`src/rtl/gf180mcu_fd_sc_mcu9t5v0__clkgen_pkg.sv`:
```
// Shared types and constants for the programmable glitch-free clock divider.
package gf180mcu_fd_sc_mcu9t5v0__clkgen_pkg;

  localparam int DEF_DIV_W = 8;
  localparam int RST_DIV   = 0;

  typedef enum logic [1:0] {
    ST_IDLE = 2'd0,
    ST_RUN  = 2'd1,
    ST_STOP = 2'd2
  } state_t;

endpackage

```
`src/rtl/gf180mcu_fd_sc_mcu9t5v0__clkgen_div_ld.sv`:
```
// Pending-divisor capture and apply qualification for the clock divider.
// A later LOAD overwrites an unapplied one, so at most one ack per apply.
module gf180mcu_fd_sc_mcu9t5v0__clkgen_div_ld
  import gf180mcu_fd_sc_mcu9t5v0__clkgen_pkg::*;
#(
  parameter int DIV_W = DEF_DIV_W
) (
  input  logic             clk,
  input  logic             rn,
  input  logic             load,
  input  logic [DIV_W-1:0] div,
  input  logic             in_idle,
  input  logic             fall_edge,
  output logic             apply,
  output logic [DIV_W-1:0] pend_val
);

  logic [DIV_W-1:0] pend_q, pend_d;
  logic             pend_v_q, pend_v_d;

  assign apply    = pend_v_q & (in_idle | fall_edge);
  assign pend_val = pend_q;

  always_comb begin
    pend_d   = pend_q;
    pend_v_d = pend_v_q;
    if (apply) begin
      pend_v_d = 1'b0;
    end
    // A capture coinciding with an apply re-arms with the newer value.
    if (load) begin
      pend_d   = div;
      pend_v_d = 1'b1;
    end
  end

  always_ff @(posedge clk) begin
    if (!rn) begin
      pend_q   <= '0;
      pend_v_q <= 1'b0;
    end else begin
      pend_q   <= pend_d;
      pend_v_q <= pend_v_d;
    end
  end

endmodule

```
`src/rtl/gf180mcu_fd_sc_mcu9t5v0__clkgen_div.sv`:
```
// Programmable even-ratio clock divider with clean start/stop and
// runt-free divisor switching on the falling toggle of Z.
module gf180mcu_fd_sc_mcu9t5v0__clkgen_div
  import gf180mcu_fd_sc_mcu9t5v0__clkgen_pkg::*;
#(
  parameter int DIV_W = DEF_DIV_W
) (
  input  logic             CLK,
  input  logic             RN,
  input  logic             EN,
  input  logic [DIV_W-1:0] DIV,
  input  logic             LOAD,
  output logic             LOAD_ACK,
  output logic             ACTIVE,
  output logic             Z
);

  state_t           state_q, state_d;
  logic [DIV_W-1:0] cnt_q, cnt_d;
  logic [DIV_W-1:0] div_q, div_d;
  logic             z_q, z_d;
  logic             ack_q, ack_d;
  logic             active_q, active_d;

  logic             cnt_hit;
  logic             in_idle;
  logic             fall_edge;
  logic             apply;
  logic [DIV_W-1:0] pend_val;

  assign cnt_hit   = (cnt_q == div_q);
  assign in_idle   = (state_q == ST_IDLE);
  // Every high->low toggle of Z, whether running or stopping.
  assign fall_edge = !in_idle && z_q && cnt_hit;

  gf180mcu_fd_sc_mcu9t5v0__clkgen_div_ld #(
    .DIV_W (DIV_W)
  ) u_ld (
    .clk       (CLK),
    .rn        (RN),
    .load      (LOAD),
    .div       (DIV),
    .in_idle   (in_idle),
    .fall_edge (fall_edge),
    .apply     (apply),
    .pend_val  (pend_val)
  );

  always_comb begin
    state_d = state_q;
    cnt_d   = cnt_q;
    z_d     = z_q;
    unique case (state_q)
      ST_IDLE: begin
        cnt_d = '0;
        z_d   = 1'b0;
        if (EN) begin
          state_d = ST_RUN;
          z_d     = 1'b1;
        end
      end
      ST_RUN: begin
        if (!EN && !z_q) begin
          state_d = ST_IDLE;
          cnt_d   = '0;
        end else if (cnt_hit) begin
          // With EN low, z_q is high here, so this is the final fall.
          z_d   = ~z_q;
          cnt_d = '0;
          if (!EN) state_d = ST_IDLE;
        end else begin
          cnt_d = cnt_q + 1'b1;
          if (!EN) state_d = ST_STOP;
        end
      end
      ST_STOP: begin
        if (cnt_hit) begin
          z_d     = 1'b0;
          cnt_d   = '0;
          state_d = ST_IDLE;
        end else begin
          cnt_d = cnt_q + 1'b1;
        end
      end
      default: begin
        state_d = ST_IDLE;
        cnt_d   = '0;
        z_d     = 1'b0;
      end
    endcase
    div_d    = apply ? pend_val : div_q;
    ack_d    = apply;
    active_d = (state_d != ST_IDLE);
  end

  always_ff @(posedge CLK) begin
    if (!RN) begin
      state_q  <= ST_IDLE;
      cnt_q    <= '0;
      div_q    <= DIV_W'(RST_DIV);
      z_q      <= 1'b0;
      ack_q    <= 1'b0;
      active_q <= 1'b0;
    end else begin
      state_q  <= state_d;
      cnt_q    <= cnt_d;
      div_q    <= div_d;
      z_q      <= z_d;
      ack_q    <= ack_d;
      active_q <= active_d;
    end
  end

  assign Z        = z_q;
  assign LOAD_ACK = ack_q;
  assign ACTIVE   = active_q;

endmodule

```
`config.mk`:
```
export PLATFORM = sky130hd
export DESIGN_NAME = gf180mcu_fd_sc_mcu9t5v0__clkgen_div
export DESIGN_NICKNAME = d
export VERILOG_FILES = /design/src/rtl/gf180mcu_fd_sc_mcu9t5v0__clkgen_pkg.sv /design/src/rtl/gf180mcu_fd_sc_mcu9t5v0__clkgen_div_ld.sv /design/src/rtl/gf180mcu_fd_sc_mcu9t5v0__clkgen_div.sv
export SDC_FILE = /design/constraint.sdc
export NUM_CORES = 1
export LEC_CHECK = 0
export CORE_ASPECT_RATIO = 0.8
export CORE_MARGIN = 3
export CORE_UTILIZATION = 40
export DETAILED_ROUTE_END_ITERATION = 6
export MAX_ROUTING_LAYER = met4
export RECOVER_POWER = 25
export SLEW_MARGIN = 20
export SYNTH_ARGS = -nofsm -noshare
export SYNTH_HDL_FRONTEND = slang
export SYNTH_SLANG_ARGS = --single-unit
```
`constraint.sdc`:
```
create_clock -name CLK -period 3.14 [get_ports CLK]
set_input_delay 0.471 -clock CLK [delete_from_list [all_inputs] [get_ports CLK]]
set_output_delay 0.471 -clock CLK [all_outputs]
set_load 0.01 [all_outputs]
```
==> flow_metrics.py <==
metrics = {
    "global_route": {
        "grt_pass1_wl_mm": 4.52,
        "grt_usage_pct": 14.1,
        "grt_max_degree": 19,
        "grt_pass1_vias": 1091,
        "overflow": 0,
        "grt_antenna_before_repair": 0,
    },
    "sta": {
        "fin_crit_sh_pct": 57.3,
        "setup_violations": 0,
        "fin_crit_ps": 1800,
        "fin_skew_ps": 4.32,
        "rsz0062_at_grt": "no",
        "fin_ws_ps": 1340,
        "fin_tns_setup_ps": 0,
        "slew_headroom_pct": 53.0,
        "hold_slack_ps": 459,
        "worst-slew-pin-transition_ps": 704,
        "clock.fmax_mhz": 556,
        "drv_slew": 0,
        "hold_violations": 0,
    },
    "synth": {
        "yosysUniqueCellTypes": 29,
        "synth-seq-cells": 30,
        "synthArstFlopShare_pct": 0,
        "synth_area_leaders": "dfxtp_1 (42%), mux2i_1 (11%), xnor2_1 (6.2%)",
        "avgSynthCellArea_sq_um": 9.08,
        "synth_top_flop_cell": "dfxtp_1",
        "syn_inst": 156,
        "synth_nets": 173,
        "netlist_area_sq_mm": 0.00142,
        "ys_seq_area_share_pct": 42.4,
        "synth_edf_count": 0,
        "synth_top_area_share_pct": 42.4,
        "yosys_warnings": 0,
        "synth.largest_area_cell": "dfxtp_1",
    },
    "cts": {
        "clk_latency_ps": 290,
        "numCtsBuffers": 5,
        "cts.path.max_buffers": 2,
        "clock_sinks": 30,
        "hold_buffers": 0,
        "clock_tree.root_cell": "clkbuf_8",
        "cts_resized": 0,
        "clkTransAtPathRegs_ps": 60,
        "cts_tree": "yes",
        "htree_levels": 2,
        "post_cts_buffers": 0,
    },
    "die": {
        "die_width_um": 72.5,
        "initial_core_util_pct": 43.7,
        "num_rows": 18,
        "coreArea_sq_mm": 0.00324,
        "dieArea_sq_mm": 0.00430,
        "die_y_um": 59.2,
        "pin_count": 15,
    },
    "pwr": {
        "p_per_area_mw_per_mm2": 502,
        "leakagePower_nw": 0.673,
        "power.share.sequential_pct": 49.1,
        "combPwrFrac_pct": 12.9,
        "swShare_pct": 24.9,
        "p_clk_share_pct": 38.0,
        "power_switching_uw": 209,
        "power.internal_uw": 628,
        "ir_drop_mv": 0.295,
    },
    "worst_setup_path": {
        "path_delay_family": "compound AO/OA/AOI/OAI gates",
        "crit_arrival_ps": 1940,
        "cp_max_fo": 8,
        "rr_worst_depth": 4,
        "reg2reg_to": "cnt_q[2]",
        "path_cells": "xnor2_1, nand4_1, o2111ai_1, nor2_1",
        "critPathBufInv": 0,
        "crit_path_top_delay_cell": "o2111ai_1",
        "crit_required_ps": 3280,
        "rrSetupSlack_ps": 1340,
        "crit-reg2reg-launch": "cnt_q[4]",
        "slowest_delay_ps": 690,
        "start_kind": "flip-flop",
        "worstSetupEndpointType": "flip-flop",
        "worstSetupPathType": "flip-flop to flip-flop",
    },
    "worst_hold_path": {
        "hold_depth": 2,
        "hold_start": "u_ld.pend_val[6]",
        "holdCritPathClass": "flip-flop to flip-flop",
        "hold_end": "div_q[6]",
    },
    "layout": {
        "syn2layout_area_growth_pct": 17.8,
        "fin_cells": 211,
        "fin_nets": 187,
        "antennaDiodeCount": 0,
        "final_area_sq_mm": 0.00167,
        "layout-drive-gt1-share_pct": 5.85,
    },
    "placement": {
        "place_hpwl_mm": 1.87,
        "dp_slack_ps": 1190,
        "placed_area_sq_mm": 0.00158,
        "gp_congestion": 0.793,
        "port-buffer-count": 14,
        "dpl.cell_count": 203,
    },
    "job": {
        "maxCapViolCount": 0,
    },
    "status": {
        "status": "complete, no violations",
    },
    "detailed_routing": {
        "drt_iter0_drc": 46,
        "drc": 0,
        "first_pass_iters": 4,
        "route.vias.total": 1077,
        "wl_mm": 2.57,
        "ant_nets": 0,
        "wl_per_cell_um": 12.2,
        "via_per_inst": 5.10,
    },
}
## state kept, by name, indices dropped and copies added (netlist names)
name / cells
cnt_q: 8
u_ld.pend_v_q: 1
ACTIVE: 1
div_q: 8
Z: 1
LOAD_ACK: 1
u_ld.pend_val: 8
state_q: 2
## stage by stage
step | util, % | power, mW
2_1_floorplan | - | 0.493
3_3_place_gp | 48.6 | 0.526
3_5_place_dp | 48.6 | 0.528
4_1_cts | 51.4 | 0.848
5_1_grt | 51.4 | 0.877
6_report | 51.4 | 0.837
## power by group through the flow
stage | Combinational (mW) | Clock (mW) | Sequential, mW
6_report | 0.108 | 0.318 | 0.411
2_1_floorplan | 0.0743 | 0 | 0.418
4_1_cts | 0.109 | 0.328 | 0.411
3_3_place_gp | 0.107 | 0 | 0.419
5_1_grt | 0.120 | 0.344 | 0.413
3_5_place_dp | 0.109 | 0 | 0.419
## placed cells by master (no fill, tap or decap), types with 2 or more instances in the layout
| cell | synthesis | routed |
|---|---|---|
| dfxtp_1 | 30 | 30 |
| nand2_1 | 23 | 23 |
| mux2i_1 | 16 | 16 |
| clkdlybuf4s50_1 | 0 | 13 |
| xnor2_1 | 10 | 10 |
| nor2b_1 | 9 | 9 |
| o21ai_0 | 8 | 8 |
| nor2_1 | 8 | 8 |
| inv_1 | 7 | 7 |
| clkbuf_8 | 0 | 6 |
| nand3_1 | 5 | 5 |
| ha_1 | 5 | 5 |
| xor2_1 | 4 | 4 |
| nand4_1 | 2 | 2 |
| a211oi_1 | 2 | 2 |
| a31oi_1 | 2 | 2 |
| o311a_1 | 2 | 2 |
| a21oi_1 | 2 | 2 |
| and3_1 | 2 | 2 |
| nor3_1 | 2 | 2 |
## cell type report
| cell class | instances | area [sq um] |
|---|---|---|
| clock buffer | 7 | 86.3 |
| clock inverter | 1 | 5.00 |
| fill | 314 | 1580 |
| inverter | 7 | 26.3 |
| multi-input combinational | 111 | 752 |
| sequential | 30 | 601 |
| tap | 40 | 50.0 |
| timing repair buffer | 15 | 148 |
## Yosys cell counts (4+ instances only)
cell      number
mux2i_1       16
dfxtp_1       30
xnor2_1       10
clkbuf_1       7
nor2b_1        9
nand2_1       23
ha_1           5
nand3_1        5
inv_1          7
xor2_1         4
o21ai_0        8
nor2_1         8
## tightest hold or removal path, cell delays in order (launching register included)
cell and delay [ps]:
dfxtp_1 310, nand2_1 50, mux2i_1 50
## routing by layer
metal  routed length (um)  global-route usage, %  part of all wire [%]  vias up
met5                    0                      -                     0        -
met4                   74                   8.68                   2.9        0
met3                   97                   4.58                   3.8        8
met2                 1170                   21.6                    46       13
met1                 1230                   16.0                    48      498
li1                     -                      -                     -      558
## kinds of logic after synthesis
| logic type | synth area share, % |
|---|---|
| AND/OR/NAND/NOR | 18.7 |
| buffers and inverters | 4.51 |
| adder cells (fa/ha/maj) | 4.42 |
| AO/OA/AOI/OAI | 9.98 |
| XOR/XNOR | 8.66 |
| multiplexers | 11.3 |
| flip-flops | 42.4 |
## worst max-delay path by stage
stage                from  depth (start not counted)        to  slack [ps]
2_1_floorplan  state_q[1]                          5         Z        1600
3_3_place_gp           EN                          5  cnt_q[6]        1300
3_5_place_dp           EN                          5  cnt_q[7]        1190
4_1_cts          cnt_q[4]                          4  cnt_q[2]        1310
5_1_grt          cnt_q[0]                          4  cnt_q[7]        1190
6_report         cnt_q[4]                          4  cnt_q[2]        1340
No activity file was read; power rests on OpenSTA's default activity.
